===== src/rtl/lsu_mem_if.sv =====
// Load/store unit: turns one core load/store into a single handshaked bus transaction,
// stalls the core until it completes, and returns lane-selected, extended load data.
module lsu_mem_if #(
    parameter int TIMEOUT = 255
) (
    input  logic        clk,
    input  logic        reset,
    input  logic        MemRead,
    input  logic        MemWrite,
    input  logic [2:0]  funct3,
    input  logic [31:0] ALUResult,
    input  logic [31:0] WriteData,
    output logic [31:0] ReadData,
    output logic        Stall,
    output logic        MemFault,
    output logic        mem_req,
    output logic        mem_we,
    output logic [31:0] mem_addr,
    output logic [3:0]  mem_be,
    output logic [31:0] mem_wdata,
    input  logic        mem_gnt,
    input  logic        mem_rvalid,
    input  logic [31:0] mem_rdata
);

    typedef enum logic [1:0] {
        S_IDLE = 2'd0,
        S_REQ  = 2'd1,
        S_RESP = 2'd2,
        S_DONE = 2'd3
    } state_t;

    // The counter value seen in the last permitted REQ/RESP cycle.
    localparam logic [7:0] TMO_LAST = 8'(TIMEOUT - 1);

    state_t      state_q, state_d;
    logic [7:0]  cnt_q, cnt_d;
    logic [29:0] addr_q, addr_d;
    logic [1:0]  off_q, off_d;
    logic        we_q, we_d;
    logic [3:0]  be_q, be_d;
    logic [31:0] wdata_q, wdata_d;
    logic [2:0]  f3_q, f3_d;
    logic        fault_q, fault_d;
    logic [31:0] rdata_q, rdata_d;

    logic        f3_ok_s, align_ok_s, valid_s, last_s;
    logic [3:0]  be_s;
    logic [31:0] wdata_s;

    function automatic logic [31:0] load_ext(input logic [31:0] d, input logic [1:0] off,
                                             input logic [2:0] f3);
        logic [7:0]  b;
        logic [15:0] h;
        b = d[{off, 3'b000} +: 8];
        h = off[1] ? d[31:16] : d[15:0];
        case (f3)
            3'b000:  load_ext = {{24{b[7]}}, b};
            3'b100:  load_ext = {24'd0, b};
            3'b001:  load_ext = {{16{h[15]}}, h};
            3'b101:  load_ext = {16'd0, h};
            default: load_ext = d;
        endcase
    endfunction

    // Access legality and lane mapping of the instruction currently on the core ports.
    always_comb begin
        f3_ok_s    = 1'b0;
        align_ok_s = 1'b0;
        be_s       = 4'b1111;
        wdata_s    = WriteData;
        case (funct3)
            3'b000, 3'b001, 3'b010: f3_ok_s = 1'b1;
            3'b100, 3'b101:         f3_ok_s = MemRead & ~MemWrite;
            default:                f3_ok_s = 1'b0;
        endcase
        case (funct3[1:0])
            2'b00: begin
                align_ok_s = 1'b1;
                be_s       = 4'b0001 << ALUResult[1:0];
                wdata_s    = {4{WriteData[7:0]}};
            end
            2'b01: begin
                align_ok_s = ~ALUResult[0];
                be_s       = ALUResult[1] ? 4'b1100 : 4'b0011;
                wdata_s    = {2{WriteData[15:0]}};
            end
            2'b10: begin
                align_ok_s = (ALUResult[1:0] == 2'b00);
                be_s       = 4'b1111;
                wdata_s    = WriteData;
            end
            default: begin
                align_ok_s = 1'b0;
                be_s       = 4'b1111;
                wdata_s    = WriteData;
            end
        endcase
    end

    assign valid_s = (MemRead ^ MemWrite) & f3_ok_s & align_ok_s;
    assign last_s  = (cnt_q == TMO_LAST);

    // Next-state and datapath update; a load granted in its final allowed cycle aborts
    // because its data could never arrive inside the window.
    always_comb begin
        state_d = state_q;
        cnt_d   = cnt_q;
        addr_d  = addr_q;
        off_d   = off_q;
        we_d    = we_q;
        be_d    = be_q;
        wdata_d = wdata_q;
        f3_d    = f3_q;
        fault_d = fault_q;
        rdata_d = rdata_q;
        case (state_q)
            S_IDLE: begin
                cnt_d   = 8'd0;
                fault_d = 1'b0;
                if (valid_s) begin
                    addr_d  = ALUResult[31:2];
                    off_d   = ALUResult[1:0];
                    we_d    = MemWrite;
                    be_d    = be_s;
                    wdata_d = wdata_s;
                    f3_d    = funct3;
                    state_d = S_REQ;
                end else begin
                    state_d = S_IDLE;
                end
            end
            S_REQ: begin
                cnt_d = cnt_q + 8'd1;
                if (mem_gnt && we_q) begin
                    state_d = S_DONE;
                end else if (mem_gnt && !last_s) begin
                    state_d = S_RESP;
                end else if (last_s) begin
                    state_d = S_DONE;
                    fault_d = 1'b1;
                    if (!we_q) begin
                        rdata_d = 32'd0;
                    end else begin
                        rdata_d = rdata_q;
                    end
                end else begin
                    state_d = S_REQ;
                end
            end
            S_RESP: begin
                cnt_d = cnt_q + 8'd1;
                if (mem_rvalid) begin
                    rdata_d = load_ext(mem_rdata, off_q, f3_q);
                    state_d = S_DONE;
                end else if (last_s) begin
                    rdata_d = 32'd0;
                    fault_d = 1'b1;
                    state_d = S_DONE;
                end else begin
                    state_d = S_RESP;
                end
            end
            S_DONE: begin
                cnt_d   = 8'd0;
                state_d = S_IDLE;
            end
            default: begin
                cnt_d   = 8'd0;
                state_d = S_IDLE;
            end
        endcase
    end

    // State and datapath registers.
    always_ff @(posedge clk or negedge reset) begin
        if (!reset) begin
            state_q <= S_IDLE;
            cnt_q   <= 8'd0;
            addr_q  <= 30'd0;
            off_q   <= 2'd0;
            we_q    <= 1'b0;
            be_q    <= 4'd0;
            wdata_q <= 32'd0;
            f3_q    <= 3'd0;
            fault_q <= 1'b0;
            rdata_q <= 32'd0;
        end else begin
            state_q <= state_d;
            cnt_q   <= cnt_d;
            addr_q  <= addr_d;
            off_q   <= off_d;
            we_q    <= we_d;
            be_q    <= be_d;
            wdata_q <= wdata_d;
            f3_q    <= f3_d;
            fault_q <= fault_d;
            rdata_q <= rdata_d;
        end
    end

    // Core handshake; the IDLE terms react in the same cycle the instruction is presented.
    always_comb begin
        Stall    = 1'b0;
        MemFault = 1'b0;
        case (state_q)
            S_IDLE: begin
                Stall    = valid_s;
                MemFault = (MemRead | MemWrite) & ~valid_s;
            end
            S_REQ, S_RESP: begin
                Stall    = 1'b1;
                MemFault = 1'b0;
            end
            S_DONE: begin
                Stall    = 1'b0;
                MemFault = fault_q;
            end
            default: begin
                Stall    = 1'b0;
                MemFault = 1'b0;
            end
        endcase
    end

    assign mem_req   = (state_q == S_REQ);
    assign mem_we    = we_q;
    assign mem_addr  = {addr_q, 2'b00};
    assign mem_be    = be_q;
    assign mem_wdata = wdata_q;
    assign ReadData  = rdata_q;

endmodule


===== config.mk =====
export PLATFORM = sky130hd
export DESIGN_NAME = lsu_mem_if
export DESIGN_NICKNAME = d
export VERILOG_FILES = /design/src/rtl/lsu_mem_if.sv
export SDC_FILE = /design/constraint.sdc
export NUM_CORES = 1
export LEC_CHECK = 0
export BUFFER_PORTS_ARGS = -buffer_cell sky130_fd_sc_hd__buf_2
export CAP_MARGIN = 25
export CORE_MARGIN = 2
export CORE_UTILIZATION = 55
export CTS_CLUSTER_SIZE = 30
export DETAILED_ROUTE_END_ITERATION = 8
export PLACE_DENSITY = 0.83
export SLEW_MARGIN = 25
export SYNTH_ARGS = -nofsm -noshare
export SYNTH_HDL_FRONTEND = slang
export SYNTH_SLANG_ARGS = --single-unit
export TNS_END_PERCENT = 5

===== constraint.sdc =====
create_clock -name clk -period 2.7 [get_ports clk]
set_input_delay 0.135 -clock clk [delete_from_list [all_inputs] [get_ports clk]]
set_output_delay 0.135 -clock clk [all_outputs]
set_load 0.005 [all_outputs]

==> results of run 1 <==
[cells by family (layout without fill, tap and decap cells)]
logic type                 after synthesis  after routing  synth area share (%)
AOI/OAI and AO/OA                       81             81                  8.65
xor gates and xnor gates                 5              5                 0.706
adders and majority gates                9              9                  1.81
buffers and inverters                   49            303                  5.67
DFF                                    115            115                  46.4
muxes                                  137            137                  30.4
other                                    1              3                0.0604
and+or+nand+nor                         71             71                  6.29
[cells in the final DEF, fill, tap and decap left out, types with 7 or more instances in the layout]
cell type	n
a22oi_1	7
buf_2	205
buf_4	8
clkbuf_16	17
dfrtp_1	115
dlygate4sd3_1	37
ha_1	9
inv_1	18
mux2_1	11
mux2_2	28
mux2_4	86
mux2i_1	9
nand2_1	27
nor2_1	14
o21ai_0	17
o21ai_1	12
o21bai_1	10
[where the power goes]
part	switching [W]	total [W]	internal (W)	leakage (nW)
combinational	0.00124	0.00299	0.00176	2.37
clock	0.000772	0.00231	0.00154	0.294
sequential	0.000529	0.00298	0.00245	1.45
[through the flow]
stage / hold WS [ps] / instances / setup WS (ps)
after floorplan: -161 / 469 / 844
after global placement: 136 / 795 / 594
after detailed placement: 148 / 795 / 493
after CTS: 7.10 / 863 / 237
after global routing: 17.9 / 863 / 42.9
final: 24.5 / 864 / 267
[state kept, by name (all words and copies together) (netlist names), named ones only]
signal / count
ReadData: 32
mem_wdata: 32
addr_q: 30
cnt_q: 8
mem_be: 4
f3_q: 3
off_q: 2
fault_q: 1
mem_we: 1
state_q: 1
[worst min path at each step]
stage	to	slack (ps)	depth (start not counted)
4_1_cts	mem_wdata[2]$_DFFE_PN0P_	7	2
5_1_grt	mem_wdata[2]$_DFFE_PN0P_	20	2
3_5_place_dp	ReadData[25]$_DFFE_PN0P_	150	1
6_report	mem_wdata[2]$_DFFE_PN0P_	20	2
2_1_floorplan	ReadData[0]$_DFFE_PN0P_	-160	0
3_3_place_gp	ReadData[25]$_DFFE_PN0P_	140	1
[layout make-up]
class	count	area share, %
diodes	1	0.0304
inverters	19	0.866
multi-input cells	305	36.2
clock inverters	9	1.55
well taps	140	2.13
repair buffers	253	18.4
clock buffers	22	5.88
flip-flops and latches	115	34.9
[metal layers]
metal | global-route usage, % | up-vias | routed length, um
li1 | - | 2168 | -
met1 | 30.8 | 2416 | 6200
met2 | 48.2 | 220 | 8550
met3 | 7.88 | 40 | 1290
met4 | 13.7 | 0 | 435
met5 | 0 | - | 0
==> impl_metrics.json, run 1 <==
{
  "worst_ep_arrival_time_ps": 2300,
  "drtIter0Drc": 260,
  "max_cap_violations": 0,
  "viasPerCell": 5.61,
  "hold_violations": 0,
  "cp.required_ps": 2570,
  "grt_usage_pct": 27.6,
  "slew-limit-headroom_pct": 44.4,
  "setup_violations": 0,
  "synth_area_leaders": "dfrtp_1, mux2_4, mux2_2",
  "clock.fmax_mhz": 411,
  "first_pass_iters": 4,
  "final_max_slew_viol_count": 0,
  "cts_tree": "built",
  "critPathLaunchType": "register",
  "cts_buffer_depth": 2,
  "fp.dieH_um": 110,
  "fin_nets": 825,
  "ant_nets": 0,
  "crit_family": "simple AND/OR/NAND/NOR gates",
  "r2r-end": "ReadData[9]$_DFFE_PN0P_",
  "synth_largest_area_cell": "dfrtp_1",
  "wl_mm": 16.5,
  "initial_core_util_pct": 56.7,
  "multiInputGateArea_um2": 2980,
  "slowest_delay_ps": 430,
  "min_from": "WriteData[2]",
  "cts_made_buffers": 17,
  "power_leakage_nw": 4.11,
  "grt_overflow_total": 0,
  "synthToLayoutAreaGrowth_pct": 32.7,
  "stdcell_area_um2": 8230,
  "cts_sinks": 115,
  "yosys_warnings": 0,
  "yosysUniqueCellTypes": 54,
  "netlist.area_leader.share_pct": 46.4,
  "dpl_cell_area_um2": 7250,
  "cp_cell_sequence": "inv_1, ha_1, nand2_1, nor2_8, buf_4, nor2_1, buf_2",
  "synth_common_cells": "dfrtp_1, mux2_4, mux2_2, nand2_1, inv_1",
  "synth_flop_cell": "dfrtp_1",
  "finClkSkew_ps": 5.45,
  "place_congestion": 0.861,
  "reg2reg_setup_slack_ps": 440,
  "grt_pass1_vias": 5165,
  "via_count": 4844,
  "dp_hpwl_mm": 11.3,
  "crit_path_end": "MemFault",
  "port_buffers": 206,
  "status": "completed",
  "design.die.area_um2": 12100,
  "ys_seq_area_share_pct": 46.4,
  "register_area_um2": 2880,
  "post_cts_resize_count": 0,
  "cp-end-kind": "output pin",
  "grt_pass1_wl_mm": 25.2,
  "p_total_w": 0.00828,
  "cp_slowest_cell": "dfrtp_1",
  "cts_setup_buffers": 0,
  "synth_edf_count": 0,
  "post-route-period-util_pct": 90.1,
  "path_class": "register to output pin",
  "worst_pin_slew_ps": 832,
  "postCtsHoldBufs": 37,
  "clock-root-buffer": "clkbuf_16",
  "netlist_area_um2": 6200,
  "drc": 0,
  "peakVddDrop_v": 0.000569,
  "path_clk_slew_ps": 50,
  "io_pins": 209,
  "fillCellCount": 698,
  "antenna_found_initial": 0,
  "path_buf_inv": 3,
  "core_area_um2": 10900,
  "fin_setup_tns_ps": 0,
  "synth.ff_latch_count": 115,
  "hp-class": "primary input to register",
  "syn-instance-count": 468,
  "wire_per_inst_um": 19.1,
  "critPathMaxFanout": 15,
  "rr_worst_depth": 7,
  "p_per_area_nw_per_um2": 1010,
  "async_flop_share_pct": 100,
  "postLayoutCoreUtil_pct": 75.3,
  "crit_cells": 7,
  "die_width_um": 110,
  "rows": 38,
  "synth_most_common_cell": "dfrtp_1",
  "min_period_ps": 2430,
  "worstSkewPairLatency_ps": 400,
  "drive_above_1_share_pct": 51.3,
  "startpoint": "state_q[0]$_DFF_PN0_",
  "rsz0062_at_grt": "no",
  "postSynthAreaPerCell_um2": 13.3,
  "htree_num_levels": 4,
  "grt_max_degree": 77
}
Power figures use the tool's default switching activity.
==> run 2: changes to the inputs <==
--- a/config.mk
+++ b/config.mk
@@ -12,6 +12,7 @@
 export CTS_CLUSTER_SIZE = 30
 export DETAILED_ROUTE_END_ITERATION = 8
 export PLACE_DENSITY = 0.83
+export RECOVER_POWER = 100
 export SLEW_MARGIN = 25
 export SYNTH_ARGS = -nofsm -noshare
 export SYNTH_HDL_FRONTEND = slang
==> impl_metrics.json, run 2 (synthesized netlist as in run 1, its figures left out) <==
{
  "htree_num_levels": 4,
  "cp_slowest_cell": "buf_2",
  "finClkSkew_ps": 5.64,
  "synthToLayoutAreaGrowth_pct": 25.6,
  "fin_cells": 864,
  "clock-root-buffer": "clkbuf_16",
  "ant_nets": 0,
  "viasPerCell": 5.62,
  "first_pass_iters": 5,
  "crit_path_end": "ReadData[9]$_DFFE_PN0P_",
  "seqPwrFrac_pct": 38.6,
  "intPower_w": 0.00517,
  "worst_ep_arrival_time_ps": 2740,
  "p_per_area_nw_per_um2": 981,
  "crit_top_cell": "inv_1",
  "grt_pass1_wl_mm": 25.2,
  "cts_buffer_depth": 2,
  "grt_pass1_vias": 5165,
  "critPathMaxFanout": 32,
  "worstSkewPairLatency_ps": 400,
  "critPathLaunchType": "register",
  "grt_usage_pct": 27.6,
  "wl_mm": 16.4,
  "min_period_ps": 2460,
  "peakVddDrop_v": 0.000497,
  "rows": 38,
  "fin_nets": 825,
  "power.switching_w": 0.00248,
  "status": "completed",
  "drc": 0,
  "final_max_slew_viol_count": 0,
  "port_buffers": 206,
  "cts_made_buffers": 17,
  "path_class": "register to register",
  "grt_overflow_total": 0,
  "drtIter0Drc": 245,
  "io_pins": 209,
  "power_leakage_nw": 3.62,
  "comb_power_share_pct": 31.3,
  "slew-limit-headroom_pct": 31.5,
  "design.die.area_um2": 12100,
  "core_area_um2": 10900,
  "final_cell_mix": "buf_2, dfrtp_1, clkbuf_1, mux2_1, dlygate4sd3_1",
  "rsz0062_at_grt": "no",
  "via_count": 4853,
  "fillCellCount": 849,
  "die_width_um": 110,
  "reg2reg_setup_slack_ps": 240,
  "final_common_cell": "buf_2",
  "hold_violations": 0,
  "fp.dieH_um": 110,
  "place_congestion": 0.861,
  "cts_setup_buffers": 0,
  "max_cap_violations": 0,
  "initial_core_util_pct": 56.7,
  "p_sw_share_pct": 32.5,
  "cp_cell_sequence": "inv_1, ha_1, inv_1, nor4_1, a31o_2, buf_2, mux2_2",
  "fin_setup_tns_ps": 0,
  "place_inst": 795,
  "worst_pin_slew_ps": 1030,
  "setup_violations": 0,
  "wire_per_inst_um": 19.0,
  "cts_sinks": 115,
  "post-route-period-util_pct": 91.0,
  "antenna_found_initial": 0,
  "cp.required_ps": 2980,
  "clockPowerShare_pct": 30.0,
  "cts_tree": "built",
  "r2r-end": "ReadData[9]$_DFFE_PN0P_",
  "path_clk_slew_ps": 50,
  "slowest_delay_ps": 600,
  "min_from": "WriteData[1]",
  "clock.fmax_mhz": 407,
  "hp-class": "primary input to register",
  "grt_max_degree": 77,
  "cp-end-kind": "register",
  "drive_above_1_share_pct": 29.5,
  "dp_hpwl_mm": 11.3,
  "rr_worst_depth": 7
}
[run 2: cell count changes in the layout (fill, tap and decap cells not counted), sizes merged]
cell / before / now
buf: 216 / 125
clkbuf: 22 / 113
[run 2: cell type report]
cell class | instances | area (um^2) | area share, %
sequential | 115 | 2880 | 36.9
multi-input combinational | 305 | 2700 | 34.6
timing repair buffer | 253 | 1360 | 17.4
clock buffer | 22 | 484 | 6.21
tap | 140 | 175 | 2.25
clock inverter | 9 | 128 | 1.64
inverter | 19 | 71.3 | 0.915
antenna | 1 | 2.50 | 0.0321
[run 2: power groups by stage]
stage | logic, W | clock network, W | registers, W
after floorplan | 0.00187 | 0 | 0.00290
after global placement | 0.00284 | 0 | 0.00292
after detailed placement | 0.00295 | 0 | 0.00295
after CTS | 0.00299 | 0.00233 | 0.00296
after global routing | 0.00263 | 0.00242 | 0.00304
final | 0.00239 | 0.00230 | 0.00296
[run 2: metal layers]
metal  vias up  track usage (%)  part of all wire [%]
met3        43             7.88                   8.0
met2       244             48.2                    52
met5         -                0                     0
met4         0             13.7                   2.7
met1      2394             30.8                    37
li1       2172                -                     -
[run 2: critical path: cells and delay by family (launching register included)]
family                   cells  cell delay, ps
multiplexers                 1             410
adder cells (fa/ha/maj)      1             260
buffers and inverters        3             800
flip-flops                   1             420
AO/OA/AOI/OAI                1             150
AND/OR/NAND/NOR              1             280
[run 2: how the worst min path moves through the flow]
stage / end / slack, ps / cells past startpoint
floorplan: ReadData[0]$_DFFE_PN0P_ / -160 / 0
global placement: ReadData[25]$_DFFE_PN0P_ / 140 / 1
detailed placement: ReadData[25]$_DFFE_PN0P_ / 150 / 1
CTS: mem_wdata[2]$_DFFE_PN0P_ / 7 / 2
global route: mem_wdata[2]$_DFFE_PN0P_ / 3 / 2
finish: mem_wdata[1]$_DFFE_PN0P_ / 10 / 2
[run 2: metrics by stage]
stage / total power, W / cell area, um^2 / setup WS (ps) / hold slack [ps] / utilization [%]
after CTS: 0.00829 / 8230 / 237 / 7.10 / 75.3
after floorplan: 0.00477 / 6210 / 844 / -161 / -
after global routing: 0.00810 / 7790 / 85.8 / 3.11 / 71.3
final: 0.00765 / 7790 / 243 / 11.4 / 71.3
after detailed placement: 0.00590 / 7250 / 493 / 148 / 66.3
after global placement: 0.00575 / 7250 / 594 / 136 / 66.3
[run 2: timing repair]
item | CTS | global route
endpoints found under the hold margin | 75 | 0
hold buffers | 37 | 0
gates resized for setup | 0 | 0
